<file path="src/rtl/spi_master_sched_pkg.sv">
// Shared SPI types and constants: scheduler state encoding, default timing, width helpers.
package spi_master_sched_pkg;

  typedef enum logic [2:0] {
    ST_IDLE,
    ST_SETUP,
    ST_START,
    ST_WAIT_ACT,
    ST_XFER,
    ST_HOLD,
    ST_DONE
  } sched_state_t;

  localparam int SPI_WORD_LEN    = 8;
  localparam int SS_SETUP_DEF    = 4;
  localparam int SS_HOLD_DEF     = 4;
  localparam int ACT_TIMEOUT_DEF = 16;

  // ceil(log2(n)) but never below 1, so single-entry selectors still get a bit
  function automatic int clog2_min1(input int n);
    int r;
    r = 0;
    while ((1 << r) < n) begin
      r = r + 1;
    end
    return (r < 1) ? 1 : r;
  endfunction

  function automatic int max3(input int a, input int b, input int c);
    int m;
    m = (a > b) ? a : b;
    return (m > c) ? m : c;
  endfunction

endpackage

</file>
<file path="src/rtl/spi_master_sched_rr_arbiter.sv">
// Combinational round-robin pick: lowest set request at or after i_ptr, wrapping.
module rr_arbiter
  import spi_master_sched_pkg::*;
#(
  parameter int p_N = 2,
  localparam int PW = clog2_min1(p_N)
)(
  input  logic [p_N-1:0] i_req,
  input  logic [PW-1:0]  i_ptr,
  output logic [p_N-1:0] o_sel,
  output logic           o_any
);

  logic [2*p_N-1:0] req2, sel2;
  logic [p_N-1:0]   rot, pick;

  // rotate so the pointer sits at bit 0, isolate lowest set bit, rotate back
  assign req2  = {i_req, i_req} >> i_ptr;
  assign rot   = req2[p_N-1:0];
  assign pick  = rot & (~rot + p_N'(1));
  assign sel2  = {{p_N{1'b0}}, pick} << i_ptr;
  assign o_sel = sel2[p_N-1:0] | sel2[2*p_N-1:p_N];
  assign o_any = |i_req;

endmodule

</file>
<file path="src/rtl/spi_master_sched.sv">
// Round-robin scheduler in front of spi_master: owns slave selects and the master's data/dv strobe.
module spi_master_sched
  import spi_master_sched_pkg::*;
#(
  parameter int p_WORD_LEN    = SPI_WORD_LEN,
  parameter int p_NUM_REQ     = 2,
  parameter int p_NUM_SLAVES  = 2,
  parameter int p_SS_SETUP    = SS_SETUP_DEF,
  parameter int p_SS_HOLD     = SS_HOLD_DEF,
  parameter int p_ACT_TIMEOUT = ACT_TIMEOUT_DEF,
  localparam int SSW = clog2_min1(p_NUM_SLAVES)
)(
  input  logic                            i_clk,
  input  logic                            i_rst_n,
  input  logic [p_NUM_REQ-1:0]            i_req,
  input  logic [p_NUM_REQ*SSW-1:0]        i_req_ss,
  input  logic [p_NUM_REQ*p_WORD_LEN-1:0] i_req_data,
  output logic [p_NUM_REQ-1:0]            o_gnt,
  output logic [p_NUM_REQ-1:0]            o_done,
  output logic                            o_err,
  output logic [p_WORD_LEN-1:0]           o_rdata,
  output logic                            o_busy,
  output logic [p_NUM_SLAVES-1:0]         o_ss,
  output logic [p_WORD_LEN-1:0]           o_m_data,
  output logic                            o_m_dv,
  input  logic                            i_m_active,
  input  logic [p_WORD_LEN-1:0]           i_m_data
);

  localparam int PW = clog2_min1(p_NUM_REQ);
  localparam int CW = clog2_min1(max3(p_SS_SETUP, p_SS_HOLD, p_ACT_TIMEOUT) + 1);

  sched_state_t            state, state_nxt;
  logic [CW-1:0]           cnt, cnt_nxt;
  logic [PW-1:0]           rr_ptr, ptr_nxt, arb_k;
  logic [p_NUM_REQ-1:0]    arb_sel, sel_q, sel_nxt, gnt_nxt, done_nxt;
  logic                    arb_any, bad_idx;
  logic                    err_q, err_nxt, err_o_nxt, dv_nxt, busy_nxt;
  logic [SSW-1:0]          arb_ss;
  logic [p_WORD_LEN-1:0]   arb_data, rx_q, rx_nxt, mdata_nxt, rdata_nxt;
  logic [p_NUM_SLAVES-1:0] ss_dec, ss_nxt;

  rr_arbiter #(.p_N(p_NUM_REQ)) u_arb (
    .i_req (i_req),
    .i_ptr (rr_ptr),
    .o_sel (arb_sel),
    .o_any (arb_any)
  );

  // pull the winner's slice out of the flat request buses and decode its select
  always_comb begin
    arb_k    = '0;
    arb_ss   = '0;
    arb_data = '0;
    for (int k = 0; k < p_NUM_REQ; k++) begin
      if (arb_sel[k]) begin
        arb_k    = PW'(k);
        arb_ss   = i_req_ss[k*SSW +: SSW];
        arb_data = i_req_data[k*p_WORD_LEN +: p_WORD_LEN];
      end
    end
    for (int s = 0; s < p_NUM_SLAVES; s++) begin
      ss_dec[s] = (int'(arb_ss) != s);
    end
  end

  assign bad_idx = (int'(arb_ss) >= p_NUM_SLAVES);

  always_comb begin
    state_nxt = state;
    cnt_nxt   = cnt;
    ptr_nxt   = rr_ptr;
    sel_nxt   = sel_q;
    err_nxt   = err_q;
    rx_nxt    = rx_q;
    ss_nxt    = o_ss;
    mdata_nxt = o_m_data;
    rdata_nxt = o_rdata;
    gnt_nxt   = '0;
    done_nxt  = '0;
    err_o_nxt = 1'b0;

    case (state)
      ST_IDLE: begin
        if (arb_any) begin
          sel_nxt   = arb_sel;
          gnt_nxt   = arb_sel;
          mdata_nxt = arb_data;
          ptr_nxt   = (arb_k == PW'(p_NUM_REQ - 1)) ? '0 : arb_k + PW'(1);
          if (bad_idx) begin
            err_nxt   = 1'b1;
            state_nxt = ST_DONE;
          end else begin
            err_nxt   = 1'b0;
            ss_nxt    = ss_dec;
            cnt_nxt   = CW'(p_SS_SETUP - 1);
            state_nxt = ST_SETUP;
          end
        end
      end
      ST_SETUP: begin
        if (cnt == '0) state_nxt = ST_START;
        else           cnt_nxt   = cnt - CW'(1);
      end
      ST_START: begin
        cnt_nxt   = CW'(p_ACT_TIMEOUT - 1);
        state_nxt = ST_WAIT_ACT;
      end
      ST_WAIT_ACT: begin
        if (i_m_active) begin
          state_nxt = ST_XFER;
        end else if (cnt == '0) begin
          err_nxt   = 1'b1;
          cnt_nxt   = CW'(p_SS_HOLD - 1);
          state_nxt = ST_HOLD;
        end else begin
          cnt_nxt = cnt - CW'(1);
        end
      end
      ST_XFER: begin
        // master drops active once the word is complete; its rx word is stable then
        if (!i_m_active) begin
          rx_nxt    = i_m_data;
          cnt_nxt   = CW'(p_SS_HOLD - 1);
          state_nxt = ST_HOLD;
        end
      end
      ST_HOLD: begin
        if (cnt == '0) begin
          ss_nxt    = '1;
          state_nxt = ST_DONE;
        end else begin
          cnt_nxt = cnt - CW'(1);
        end
      end
      ST_DONE:  state_nxt = ST_IDLE;
      default:  state_nxt = ST_IDLE;
    endcase

    if (state_nxt == ST_DONE) begin
      done_nxt  = sel_nxt;
      err_o_nxt = err_nxt;
      if (!err_nxt) rdata_nxt = rx_nxt;
    end
    dv_nxt   = (state_nxt == ST_START);
    busy_nxt = (state_nxt != ST_IDLE);
  end

  always_ff @(posedge i_clk or negedge i_rst_n) begin
    if (!i_rst_n) begin
      state    <= ST_IDLE;
      cnt      <= '0;
      rr_ptr   <= '0;
      sel_q    <= '0;
      err_q    <= 1'b0;
      rx_q     <= '0;
      o_ss     <= '1;
      o_m_data <= '0;
      o_m_dv   <= 1'b0;
      o_gnt    <= '0;
      o_done   <= '0;
      o_err    <= 1'b0;
      o_rdata  <= '0;
      o_busy   <= 1'b0;
    end else begin
      state    <= state_nxt;
      cnt      <= cnt_nxt;
      rr_ptr   <= ptr_nxt;
      sel_q    <= sel_nxt;
      err_q    <= err_nxt;
      rx_q     <= rx_nxt;
      o_ss     <= ss_nxt;
      o_m_data <= mdata_nxt;
      o_m_dv   <= dv_nxt;
      o_gnt    <= gnt_nxt;
      o_done   <= done_nxt;
      o_err    <= err_o_nxt;
      o_rdata  <= rdata_nxt;
      o_busy   <= busy_nxt;
    end
  end

endmodule

</file>
<file path="config.mk">
export PLATFORM = sky130hd
export DESIGN_NAME = spi_master_sched
export DESIGN_NICKNAME = d
export VERILOG_FILES = /design/src/rtl/spi_master_sched_pkg.sv /design/src/rtl/spi_master_sched_rr_arbiter.sv /design/src/rtl/spi_master_sched.sv
export SDC_FILE = /design/constraint.sdc
export NUM_CORES = 1
export LEC_CHECK = 0
export ABC_AREA = 1
export CORE_MARGIN = 2
export CORE_UTILIZATION = 45
export DETAILED_ROUTE_END_ITERATION = 7
export DONT_BUFFER_PORTS = 1
export PLACE_DENSITY_LB_ADDON = 0.2
export SYNTH_ARGS = -nofsm -noshare
export SYNTH_HDL_FRONTEND = slang
export SYNTH_SLANG_ARGS = --single-unit
</file>
<file path="constraint.sdc">
create_clock -name i_clk -period 1.5 [get_ports i_clk]
set_input_delay 0.3 -clock i_clk [delete_from_list [all_inputs] [get_ports i_clk]]
set_output_delay 0.3 -clock i_clk [all_outputs]
set_load 0.03 [all_outputs]
</file>
After elaboration in Yosys (flattened, before gate mapping)
Index checks and enable logic that the tools add are counted.
{"block": "totals", "out_inout_bits": 25, "ff_bits": 45, "inputBits": 31, "elab_cells": 81}
{"block": "op_classes", "addsub": 3, "n_eq_ne": 12, "n_reduce_logical": 11, "bitwise_logic": 5, "shift": 2, "muxes": 34}
{"op": "$mux 8", "count": 4}
{"op": "$mux 5", "count": 5}
{"op": "$pmux 5 s5", "count": 1}
{"op": "$mux 3", "count": 6}
{"op": "$pmux 3 s6", "count": 1}
{"op": "$mux 2", "count": 7}
{"op": "$ne 2x2->1 const B", "count": 5}
{"op": "$eq 3x2->1 const B", "count": 3}
{"op": "$eq 3x3->1 const B", "count": 3}
{"op": "$mux 1", "count": 8}
{"op": "$logic_not 5->1", "count": 1}
{"op": "$reduce_and 5->1", "count": 1}
{"op": "$reduce_bool 5->1", "count": 1}
{"op": "$sub 5x1->5 const B", "count": 1}
{"op": "$pmux 2 s2", "count": 1}
{"op": "$reduce_and 2->1", "count": 2}
{"op": "$reduce_or 2->1", "count": 2}
{"op": "$shl 2x1->4", "count": 1}
{"op": "$shr 4x1->2", "count": 1}
{"op": "$eq 3x1->1 const B", "count": 1}
{"op": "$logic_not 3->1", "count": 1}
{"op": "$reduce_and 3->1", "count": 1}
{"op": "$reduce_bool 3->1", "count": 1}
{"op": "$add 2x1->2 const B", "count": 1}
{"op": "other kinds (7)", "count": 8}

Depth between registers and ports, before layout
Gate-level depths: netlist of run 1.
{"block": "depth", "depth_word": 11, "ltp_mapped": 11, "depth_no_buf": 11}

Modules after synthesis
A second synthesis of run 1 with hierarchy kept.
{"block": "hier_totals", "cells_unflattened": 260, "area_unflattened_um2": 2189.6}
{"mod": "spi_master_sched", "seq_area_each_um2": 1128.6, "instances": 1, "area_per_inst_um2": 2163.3, "cells_per_inst": 254}
{"mod": "rr_arbiter", "seq_area_each_um2": 0.0, "instances": 1, "area_per_inst_um2": 26.3, "cells_per_inst": 6}

Worst setup path before layout of run 1
Ideal clock, no wire load.
{"block": "synth_timing", "path_type": "flip-flop to flip-flop", "startpoint": "register cnt[0]", "endpoint": "register o_rdata[0]", "setup_ns": 0.065, "slack_ns": 0.048, "t_required_ns": 1.435, "arrival_time_ns": 1.387, "path_buffers": 0, "period_less_slack_ns": 1.452, "stages_incl_launch_ff": 11, "path_cell_list": "dfrtp_1 inv_1 ha_1 inv_1 nor2_1 nand2_2 inv_1 nand2_2 nor2_4 nand2_1 nand2_1"}
{"block": "synth_between", "elab_chain_len": 6, "word_cells_on_any_way": 12, "classes_between": "1 x eq/ne; 8 x mux; 1 x bitwise; 2 x reduce/logical"}
{"element": "start: declaration", "line": "spi_master_sched.sv:34", "rtl": "logic [CW-1:0] cnt, cnt_nxt;"}
{"element": "start signal: assignment", "line": "spi_master_sched.sv:167", "rtl": "cnt <= cnt_nxt;"}
{"element": "$logic_not 5->1 *", "line": "spi_master_sched.sv:102, spi_master_sched.sv:112, spi_master_sched.sv:129"}
{"element": "$mux 3 or $mux 1 (tied branches)", "line": "spi_master_sched.sv:112", "rtl": "end else if (cnt == '0) begin"}
{"element": "$mux 3 or $mux 1 (tied branches)", "line": "spi_master_sched.sv:110", "rtl": "if (i_m_active) begin"}
{"element": "$pmux 3 s6 or $pmux 1 s2 (tied branches)", "line": "spi_master_sched.sv:83", "rtl": "case (state)"}
{"element": "$eq 3x3->1 or $not 1->1 (tied branches)"}
{"element": "$reduce_and 2->1 (no source line) *"}
{"element": "end signal: assignment", "line": "spi_master_sched.sv:178", "rtl": "o_rdata <= rdata_nxt;"}
{"element": "end: declaration", "line": "spi_master_sched.sv:21", "rtl": "output logic [p_WORD_LEN-1:0] o_rdata,"}
Every way passes the cells marked *; elsewhere a longest branch is shown, timed or not.
A chain may end at the register's enable or synchronous reset.

Final worst setup path of run 1
{"block": "layout_timing", "startpoint": "register cnt[0]", "endpoint": "register o_rdata[3]"}
Same word-level chain as after synthesis.

==> results of run 1 <==
## flip-flops by register name (all words and copies together), names as in the netlist
| register | count |
|---|---|
| o_gnt | 2 |
| o_m_data | 8 |
| state | 3 |
| sel_q | 2 |
| o_done | 2 |
| err_q | 1 |
| o_err | 1 |
| rx_q | 8 |
| cnt | 5 |
| rr_ptr | 1 |
| o_m_dv | 1 |
| o_rdata | 8 |
| o_ss | 2 |
| o_busy | 1 |
## path summary, 6_finish.rpt
| kind | end | slack, ps | cells after the start |
|---|---|---|---|
| worst min register to register | rx_q[5]$_DFF_PN0_ | 480 | 2 |
| worst min-delay path | o_gnt[0]$_DFF_PN0_ | 130 | 2 |
| worst max-delay path | o_rdata[3]$_DFFE_PN0P_ | 60 | 9 |
| min in group asynchronous | o_rdata[0]$_DFFE_PN0P_ | 500 | 2 |
| max in group asynchronous | o_ss[1]$_DFFE_PN1P_ | 740 | 2 |
| worst max register to register | o_rdata[3]$_DFFE_PN0P_ | 60 | 9 |
## where the power goes
group          total, mW  switching, mW  internal, mW
registers           2.29          0.629          1.66
logic               1.81           1.12         0.688
clock network      0.916          0.416         0.500
## cell type report
| type | count | area [um^2] |
|---|---|---|
| flip-flops and latches | 45 | 1129 |
| multi-input cells | 181 | 850.8 |
| repair buffers | 17 | 150.1 |
| well taps | 52 | 65.06 |
| inverters | 37 | 141.4 |
| fillers | 426 | 1997 |
| clock buffers | 6 | 72.57 |
| clock inverters | 2 | 38.79 |
## per-stage QoR
| stage | hold WS (ps) | cells |
|---|---|---|
| 2_1_floorplan | 4.409 | 268 |
| 3_3_place_gp | 5.859 | 328 |
| 3_5_place_dp | 5.844 | 328 |
| 4_1_cts | 121.9 | 338 |
| 5_1_grt | 120.2 | 340 |
| 6_report | 129.5 | 340 |
## metal layers
layer	part of all wire (%)	up-vias	global-route usage (%)
li1	-	863	-
met2	47	48	27.22
met3	5.9	7	4.444
met1	46	767	24.75
met5	0	-	0
met4	1.6	0	6.790
## repair_timing
action / in CTS / in global routing
setup endpoints to repair: 8 / 18
setup buffers: 0 / 2
endpoints found under the hold margin: 45 / 0
resized for setup: 1 / 15
hold buffers: 2 / 0
pin swaps: 1 / 7
## cell usage after synthesis (all sizes together)
master / count / area, um^2
clkbuf: 2 / 7.510
dfstp: 2 / 52.55
nand3: 15 / 85.08
nand4: 3 / 25.02
o22ai: 1 / 12.51
nor3: 1 / 5.000
dfrtp: 43 / 1076
a21oi: 5 / 25.02
inv: 37 / 138.9
buf: 3 / 15.01
ha: 2 / 25.02
xor2: 1 / 8.760
nor2: 20 / 90.09
nand2: 111 / 426.7
o21ai: 22 / 117.6
## cells by family (layout without fill, tap and decap cells)
logic type | after synthesis | count (layout)
buffers and inverters | 42 | 62
adders and majority gates | 2 | 2
and+or+nand+nor | 150 | 150
DFF | 45 | 45
xor gates and xnor gates | 1 | 1
AOI/OAI and AO/OA | 28 | 28
## worst register-to-register path: stages, from the launching register on
cell     delay (ps)
dfrtp_1         390
inv_2            60
ha_1            130
inv_1            40
nor2_1          110
nand2_2         110
inv_4           110
nand4_2         210
nand2_1         120
nand2_1          60
==> results.json, run 1 <==
{
  "outcome": "completed",
  "p_leak_nw": 1.368,
  "cp_data_arrival_time_ps": 1640,
  "path_clk_slew_ps": 90,
  "synthXorXnorAreaFrac_pct": 0.4149,
  "cts_inserted_buffers": 5,
  "tightest_slew_ps": 327.1,
  "io_pins": 56,
  "preCtsSetupSlack_ps": -10.36,
  "cts.root.buffer_cell": "clkbuf_8",
  "finClkSkew_ps": 9.224,
  "path_cells": "inv_2 > ha_1 > inv_1 > nor2_1 > nand2_2 > inv_4 > nand4_2 > nand2_1 > nand2_1",
  "nets": 320,
  "insertion_delay_ps": 300,
  "fin_ws_ps": 62.17,
  "postLayoutCoreUtil_pct": 55.07,
  "crit_path_max_fanout": 8,
  "grt_pass1_vias": 1545,
  "drv_slew": 0,
  "final_common_cell": "nand2_1",
  "portBuffers": 0,
  "worstSetupPathType": "reg2reg",
  "drcViolationCount": 0,
  "hold_viol": 0,
  "drv_cap": 0,
  "rsz0062_at_grt": "true",
  "cts_tree": "done",
  "dpl.hpwl_um": 3119,
  "synth_simple_gate_area_share_pct": 29.93,
  "fp.dieH_um": 72.49,
  "slowest_stage": "dfrtp_1",
  "coreArea_um2": 4444,
  "wl_per_cell_um": 12.78,
  "gp_congestion": 0.8525,
  "cpLargestDelayFamily": "simple AND/OR/NAND/NOR gates",
  "finalSetupViolCount": 0,
  "drive_above_1_share_pct": 18.75,
  "clock_path_buffers": 2,
  "syn_avg_cell_area_um2": 7.876,
  "cts_max_level": 2,
  "design_area_um2": 2447,
  "hold_class": "in2reg",
  "vias": 1685,
  "num_antenna_cells": 0,
  "hp-start": "i_req[0]",
  "setup_tns_ps": 0,
  "synth.distinct_cells": 23,
  "synthMuxAreaShare_pct": 0,
  "power_density_nw_per_um2": 2048,
  "synth_compound_gate_area_share_pct": 7.350,
  "min_period_ps": 1438,
  "syn_nets": 301,
  "area_growth_pct": 15.95,
  "dpl_cell_area_um2": 2251,
  "gr-total-overflow": 0,
  "antenna_found_initial": 0,
  "startpoint": "cnt[0]$_DFFE_PN0P_",
  "grt_use_total_pct": 17.86,
  "crit_path_start_kind": "register",
  "r2r_start": "cnt[0]$_DFFE_PN0P_",
  "drt_iter0_markers": 86,
  "synth_seq_cells": 45,
  "grt_max_degree": 46,
  "num_rows": 24,
  "ir_worst_vdd_mv": 0.8354,
  "max_freq_mhz": 695.5,
  "via_per_inst": 4.956,
  "grt_pass1_wl_um": 7182,
  "worst_path_largest_cell_delay_ps": 390,
  "yosys_warnings": 0,
  "dieArea_um2": 5255,
  "netlist_area_um2": 2111,
  "cp_common_cell": "nand2_1",
  "layout_common_cells": "101 x nand2_1, 43 x dfrtp_1, 30 x inv_1",
  "firstDrtPassIters": 4,
  "end_kind": "register",
  "cts_sinks": 45,
  "die_w_um": 72.49,
  "initial_core_util_pct": 47.49,
  "maxSlewHeadroom_pct": 77.96,
  "netlist_instances": 268,
  "crit_buf_inv": 3,
  "synth_top_family_by_area": "simple AND/OR/NAND/NOR gates",
  "finalPower_mw": 5.013,
  "ant_nets": 0,
  "critPathRequiredTime_ps": 1700,
  "drt_wl_total_um": 4344,
  "yosysSeqAreaShare_pct": 53.47,
  "period_share_pct": 95.86,
  "synthAdderAreaFrac_pct": 1.186
}
No activity file was read; power rests on OpenSTA's default activity.
==> run 2: changes to the inputs <==
Settings changed: CORE_MARGIN 2 to unset, PLACE_DENSITY set to 0.59, PLACE_DENSITY_LB_ADDON 0.2 to unset.
==> run 2 against run 1 <==
Net effect:
- clock-buffer cell count fell by 1
- global-route usage up 1.4 points
- the flow now finishes with violations (design-rule violations)
- sequential share of layout area is 0.29 points higher
- design area fell by 0.41%
- hold slack gained 13 ps
- critical endpoint is now o_busy$_DFF_PN0_
- sequential power barely moved
- non-clock buffer count fell by 2
- critical path type unchanged
==> results.json, run 2 (synthesized netlist as in run 1, its figures left out) <==
{
  "via_per_inst": 5.121,
  "tightest_slew_ps": 323.0,
  "insertion_delay_ps": 300,
  "drv_cap": 0,
  "drt_wl_total_um": 4432,
  "final_common_cell": "nand2_1",
  "finalPower_mw": 4.877,
  "finClkSkew_ps": 4.909,
  "num_rows": 24,
  "rsz0062_at_grt": "true",
  "hold_viol": 0,
  "fp.dieH_um": 70.49,
  "final_cell_count_no_fill": 338,
  "area_growth_pct": 15.47,
  "io_pins": 56,
  "portBuffers": 0,
  "gr-total-overflow": 0,
  "cts_setup_buffers": 0,
  "ff2ff_setup_slack_ps": 80,
  "p_leak_nw": 1.357,
  "die_w_um": 70.49,
  "power_density_nw_per_um2": 2001,
  "dpl.hpwl_um": 3030,
  "grt_max_degree": 46,
  "worstSetupPathType": "reg2reg",
  "clock_path_buffers": 2,
  "wl_per_cell_um": 13.11,
  "max_freq_mhz": 704.9,
  "cts_tree": "done",
  "end_kind": "register",
  "firstDrtPassIters": 6,
  "crit_path_max_fanout": 7,
  "initial_core_util_pct": 47.49,
  "maxSlewHeadroom_pct": 78.30,
  "critPathRequiredTime_ps": 1690,
  "cts_inserted_buffers": 5,
  "path_clk_slew_ps": 90,
  "drt_iter0_markers": 120,
  "crit_path_start_kind": "register",
  "grt_pass1_vias": 1572,
  "grt_use_total_pct": 19.31,
  "nets": 318,
  "layout_common_cells": "104 x nand2_1, 41 x dfrtp_1, 29 x inv_1",
  "ant_nets": 0,
  "cts.root.buffer_cell": "clkbuf_8",
  "min_period_ps": 1419,
  "drive_above_1_share_pct": 18.88,
  "whs_path_depth": 2,
  "dp.cells": 328,
  "finalSetupViolCount": 0,
  "gp_congestion": 0.8542,
  "period_share_pct": 94.58,
  "drv_slew": 0,
  "cts_max_level": 2,
  "outcome": "finished, violations left",
  "antenna_found_initial": 0,
  "cp_data_arrival_time_ps": 1610,
  "hold_class": "in2reg",
  "coreArea_um2": 4444,
  "ir_worst_vdd_mv": 0.9425,
  "drcViolationCount": 4,
  "cts_sinks": 45,
  "dieArea_um2": 4969,
  "vias": 1731,
  "num_antenna_cells": 0,
  "r2r_cells": 11,
  "grt_pass1_wl_um": 7431,
  "violations": "design-rule violations",
  "top_regs": "o_m_data (8), o_rdata (8), rx_q (8)",
  "postLayoutCoreUtil_pct": 54.84
}
## run 2: where the power goes
part / switching [mW] / internal (mW) / total, mW
Combinational: 1.12 / 0.675 / 1.80
Clock: 0.439 / 0.331 / 0.770
Sequential: 0.646 / 1.67 / 2.31
## run 2: layout make-up
type,count,area [um^2]
Sequential cell,45,1131
Multi-Input combinational cell,181,874.6
Inverter,37,141.4
Tap cell,52,65.06
Clock buffer,5,68.82
Timing Repair Buffer,15,135.1
Clock inverter,3,21.27
Fill cell,438,2007
## run 2: stage by stage
| stage | worst slack [ps] | hold WS, ps | cell area [um^2] | TNS, ps |
|---|---|---|---|---|
| 6_report | 81.32 | 143.0 | 2437 | 0 |
| 5_1_grt | -26.75 | 138.1 | 2437 | -131.7 |
| 4_1_cts | 17.97 | 133.0 | 2379 | 0 |
| 3_5_place_dp | 41.53 | 6.002 | 2251 | 0 |
| 3_3_place_gp | 80.23 | 5.729 | 2251 | 0 |
| 2_1_floorplan | 48.21 | 4.409 | 2111 | 0 |
## run 2: worst paths after layout
kind                               startpoint             endpoint
setup reg to reg           cnt[1]$_DFFE_PN0P_     o_busy$_DFF_PN0_
max in group asynchronous             i_rst_n  o_ss[1]$_DFFE_PN1P_
hold reg to reg            sel_q[0]$_DFF_PN0_   sel_q[0]$_DFF_PN0_
setup / recovery           cnt[1]$_DFFE_PN0P_     o_busy$_DFF_PN0_
hold / removal                       i_req[0]   o_gnt[0]$_DFF_PN0_
min in group asynchronous             i_rst_n   cnt[4]$_DFFE_PN0P_
## run 2: repair_timing
item | 4_1_cts | 5_1_grt
hold endpoints to repair | 45 | 0
hold buffers | 2 | 0
endpoints found under the setup margin | 0 | 17
resized for setup | 0 | 19
## run 2: worst max-delay path, stage by stage, from the launching register on
cell     delay [ps]
dfrtp_1         390
inv_2            80
ha_4            130
inv_2            30
nor2_2          100
nand2_2          90
nand2_1          70
nand2_1          80
inv_2            60
nand2_2         110
nor2_1          110
nand2_1          60
## run 2: layer usage
layer | track usage [%] | wire length (um)
met1 | 26.20 | 2046
met2 | 29.67 | 2036
met3 | 5.339 | 286
met4 | 6.803 | 62
met5 | 0 | 0
==> run 3: changes to the inputs <==
Settings changed: SYNTH_HIERARCHICAL set to 1.
==> run 3 against run 2 <==
Net effect:
- die area increased by 3.6%
- first-iteration DRC count fell by 41%
- design area increased by 6.6%
- area after synthesis increased by 3.7%
- register-to-register slack got worse by 40 ps
- the flow now finishes without violations
- largest cell class unchanged
- flip-flop and latch count unchanged
- global-route usage down 1.1 points
- clock-buffer cell count increased by 1
- combinational power is 7% higher
- critical endpoint is now o_rdata[5]$_DFFE_PN0P_
- wire length is 3.7% higher
- critical path type unchanged
==> results.json, run 3 <==
{
  "ys.flop_type": "dfrtp_1",
  "coreArea_um2": 4692,
  "max_freq_mhz": 685.9,
  "cts_inserted_buffers": 5,
  "grt_max_degree": 46,
  "die_w_um": 71.76,
  "period_share_pct": 97.19,
  "worstSetupPathType": "reg2reg",
  "r2r_cells": 10,
  "ff2ff_setup_slack_ps": 40,
  "drt_wl_total_um": 4596,
  "slowest_stage": "dfrtp_1",
  "worst_path_largest_cell_delay_ps": 390,
  "cts_sinks": 45,
  "tightest_slew_ps": 356.0,
  "crit_path_max_fanout": 8,
  "layout_common_cells": "81 x nand2_1, 40 x dfrtp_1, 29 x nand3_1",
  "drive_above_1_share_pct": 27.72,
  "dieArea_um2": 5149,
  "multi_input_area_um2": 974.7,
  "grt_use_total_pct": 18.23,
  "netlist_instances": 260,
  "drt_iter0_markers": 71,
  "dpl.hpwl_um": 3125,
  "cp_data_arrival_time_ps": 1700,
  "whs_endpoint": "o_m_data[6]$_DFFE_PN0P_",
  "preCtsSetupSlack_ps": -43.95,
  "wl_per_cell_um": 13.56,
  "sw_frac_of_total_pct": 44.18,
  "area_growth_pct": 18.63,
  "crit_path_start_kind": "register",
  "fin_ws_ps": 42.10,
  "finClkSkew_ps": 4.275,
  "synth_edf_count": 0,
  "fillers": 451,
  "outcome": "completed",
  "critPathRequiredTime_ps": 1740,
  "ant_nets": 0,
  "regArea_um2": 1132,
  "nets": 317,
  "syn_avg_cell_area_um2": 8.422,
  "antenna_found_initial": 0,
  "drv_slew": 0,
  "finalSetupViolCount": 0,
  "synth_seq_cells": 45,
  "initial_core_util_pct": 46.67,
  "path_cells": "inv_2 > ha_4 > inv_2 > nor2_4 > nand2_4 > nor2_8 > inv_4 > nor2_8 > nand2_2 > nand2_2",
  "top_regs": "o_m_data (8), o_rdata (8), rx_q (8)",
  "synth.distinct_cells": 28,
  "combPwrFrac_pct": 35.9,
  "grt_pass1_wl_um": 7141,
  "fp.dieH_um": 71.76,
  "gp_congestion": 0.8774,
  "clockPowerShare_pct": 17.2,
  "end_kind": "register",
  "rsz0062_at_grt": "true",
  "insertion_delay_ps": 300,
  "r2r_start": "cnt[1]$_DFFE_PN0P_",
  "cts.root.buffer_cell": "clkbuf_8",
  "syn_nets": 293,
  "hold_class": "in2reg",
  "gr-total-overflow": 0,
  "netlist_top_cells_count": "85 x nand2_1, 43 x dfrtp_1, 31 x nand3_1",
  "path_clk_slew_ps": 80,
  "cp.depth": 10,
  "hp-start": "i_req_data[14]",
  "seqPwrFrac_pct": 46.9,
  "p_sw_mw": 2.375,
  "dp.cells": 324,
  "firstDrtPassIters": 4,
  "hold_viol": 0,
  "whs_path_depth": 2,
  "portBuffers": 0,
  "synth_area_leader_cell": "dfrtp_1",
  "power_density_nw_per_um2": 2070,
  "cellInternalPower_mw": 3.001,
  "netlist_area_um2": 2190,
  "clock_path_buffers": 2,
  "yosysMostFrequentCell": "nand2_1",
  "cts_tree": "done",
  "io_pins": 56,
  "ir_worst_vdd_mv": 0.8329,
  "setup_tns_ps": 0,
  "final_cell_count_no_fill": 339,
  "ys_top_cells_by_area": "dfrtp_1 49%, nand2_1 15%, nand3_1 7.1%",
  "p_leak_nw": 1.367,
  "synth.top_cell.area_share_pct": 49.14,
  "drv_cap": 0,
  "num_rows": 25,
  "reg2reg_to": "o_rdata[5]$_DFFE_PN0P_",
  "crit_buf_inv": 3,
  "yosys_warnings": 6,
  "min_period_ps": 1458,
  "final_common_cell": "nand2_1",
  "via_per_inst": 5.065,
  "cts_max_level": 2,
  "yosysSeqAreaShare_pct": 51.54,
  "cpLargestDelayFamily": "simple AND/OR/NAND/NOR gates",
  "drcViolationCount": 0,
  "synthArstFlopShare_pct": 100.0,
  "vias": 1717,
  "num_antenna_cells": 0,
  "grt_pass1_vias": 1581,
  "maxSlewHeadroom_pct": 76.24
}
## run 3: power groups by stage
stage | Combinational, mW | Sequential, mW | Clock (mW)
after global placement | 1.70 | 2.52 | 0
after CTS | 1.77 | 2.50 | 0.954
final | 1.93 | 2.52 | 0.925
after global routing | 2.21 | 2.58 | 0.988
after detailed placement | 1.73 | 2.51 | 0
after floorplan | 1.35 | 2.41 | 0
## run 3: logic make-up after synthesis
kind of cell	share of synthesized area, %
AO/OA/AOI/OAI	5.029
adder cells (fa/ha/maj)	1.143
buffers and inverters	6.514
flip-flops	51.54
AND/OR/NAND/NOR	35.77
## run 3: worst max path at each step
| stage | startpoint | endpoint |
|---|---|---|
| after floorplan | cnt[0]$_DFFE_PN0P_ | o_rdata[0]$_DFFE_PN0P_ |
| after detailed placement | cnt[0]$_DFFE_PN0P_ | o_rdata[7]$_DFFE_PN0P_ |
| final | cnt[1]$_DFFE_PN0P_ | o_rdata[5]$_DFFE_PN0P_ |
| after global routing | cnt[1]$_DFFE_PN0P_ | o_rdata[5]$_DFFE_PN0P_ |
| after global placement | cnt[0]$_DFFE_PN0P_ | o_rdata[0]$_DFFE_PN0P_ |
| after CTS | state[1]$_DFF_PN0_ | o_rdata[7]$_DFFE_PN0P_ |
## run 3: metrics by stage
stage	hold WS [ps]	cell area, um^2	total power, mW	utilization (%)
floorplan	4.409	2190	3.763	-
detailed placement	5.951	2351	4.248	50.11
CTS	116.1	2510	5.231	53.49
global placement	5.888	2351	4.220	50.11
finish	125.5	2597	5.376	55.36
global route	116.0	2597	5.781	55.36
## run 3: repair_timing
action | in CTS | in global routing
hold buffers | 2 | 0
gates resized for setup | 2 | 18
gates cloned | 0 | 1
endpoints found under the setup margin | 13 | 29
hold endpoints to repair | 45 | 0
setup buffers | 0 | 4
pin swaps | 2 | 8
## run 3: final cells by class
cell class | instances | share of cell area, %
Timing Repair Buffer | 20 | 7.129
Clock buffer | 6 | 2.794
Multi-Input combinational cell | 180 | 37.52
Sequential cell | 45 | 43.59
Tap cell | 54 | 2.601
Timing Repair inverter | 1 | 0.1927
Clock inverter | 2 | 1.493
Inverter | 31 | 4.672
## run 3: metal layers
metal,track usage [%],wire length [um],vias to the layer above
met4,6.536,86,0
met1,24.11,2128,794
met5,0,0,-
met3,6.048,265,8
li1,-,-,864
met2,28.09,2116,51
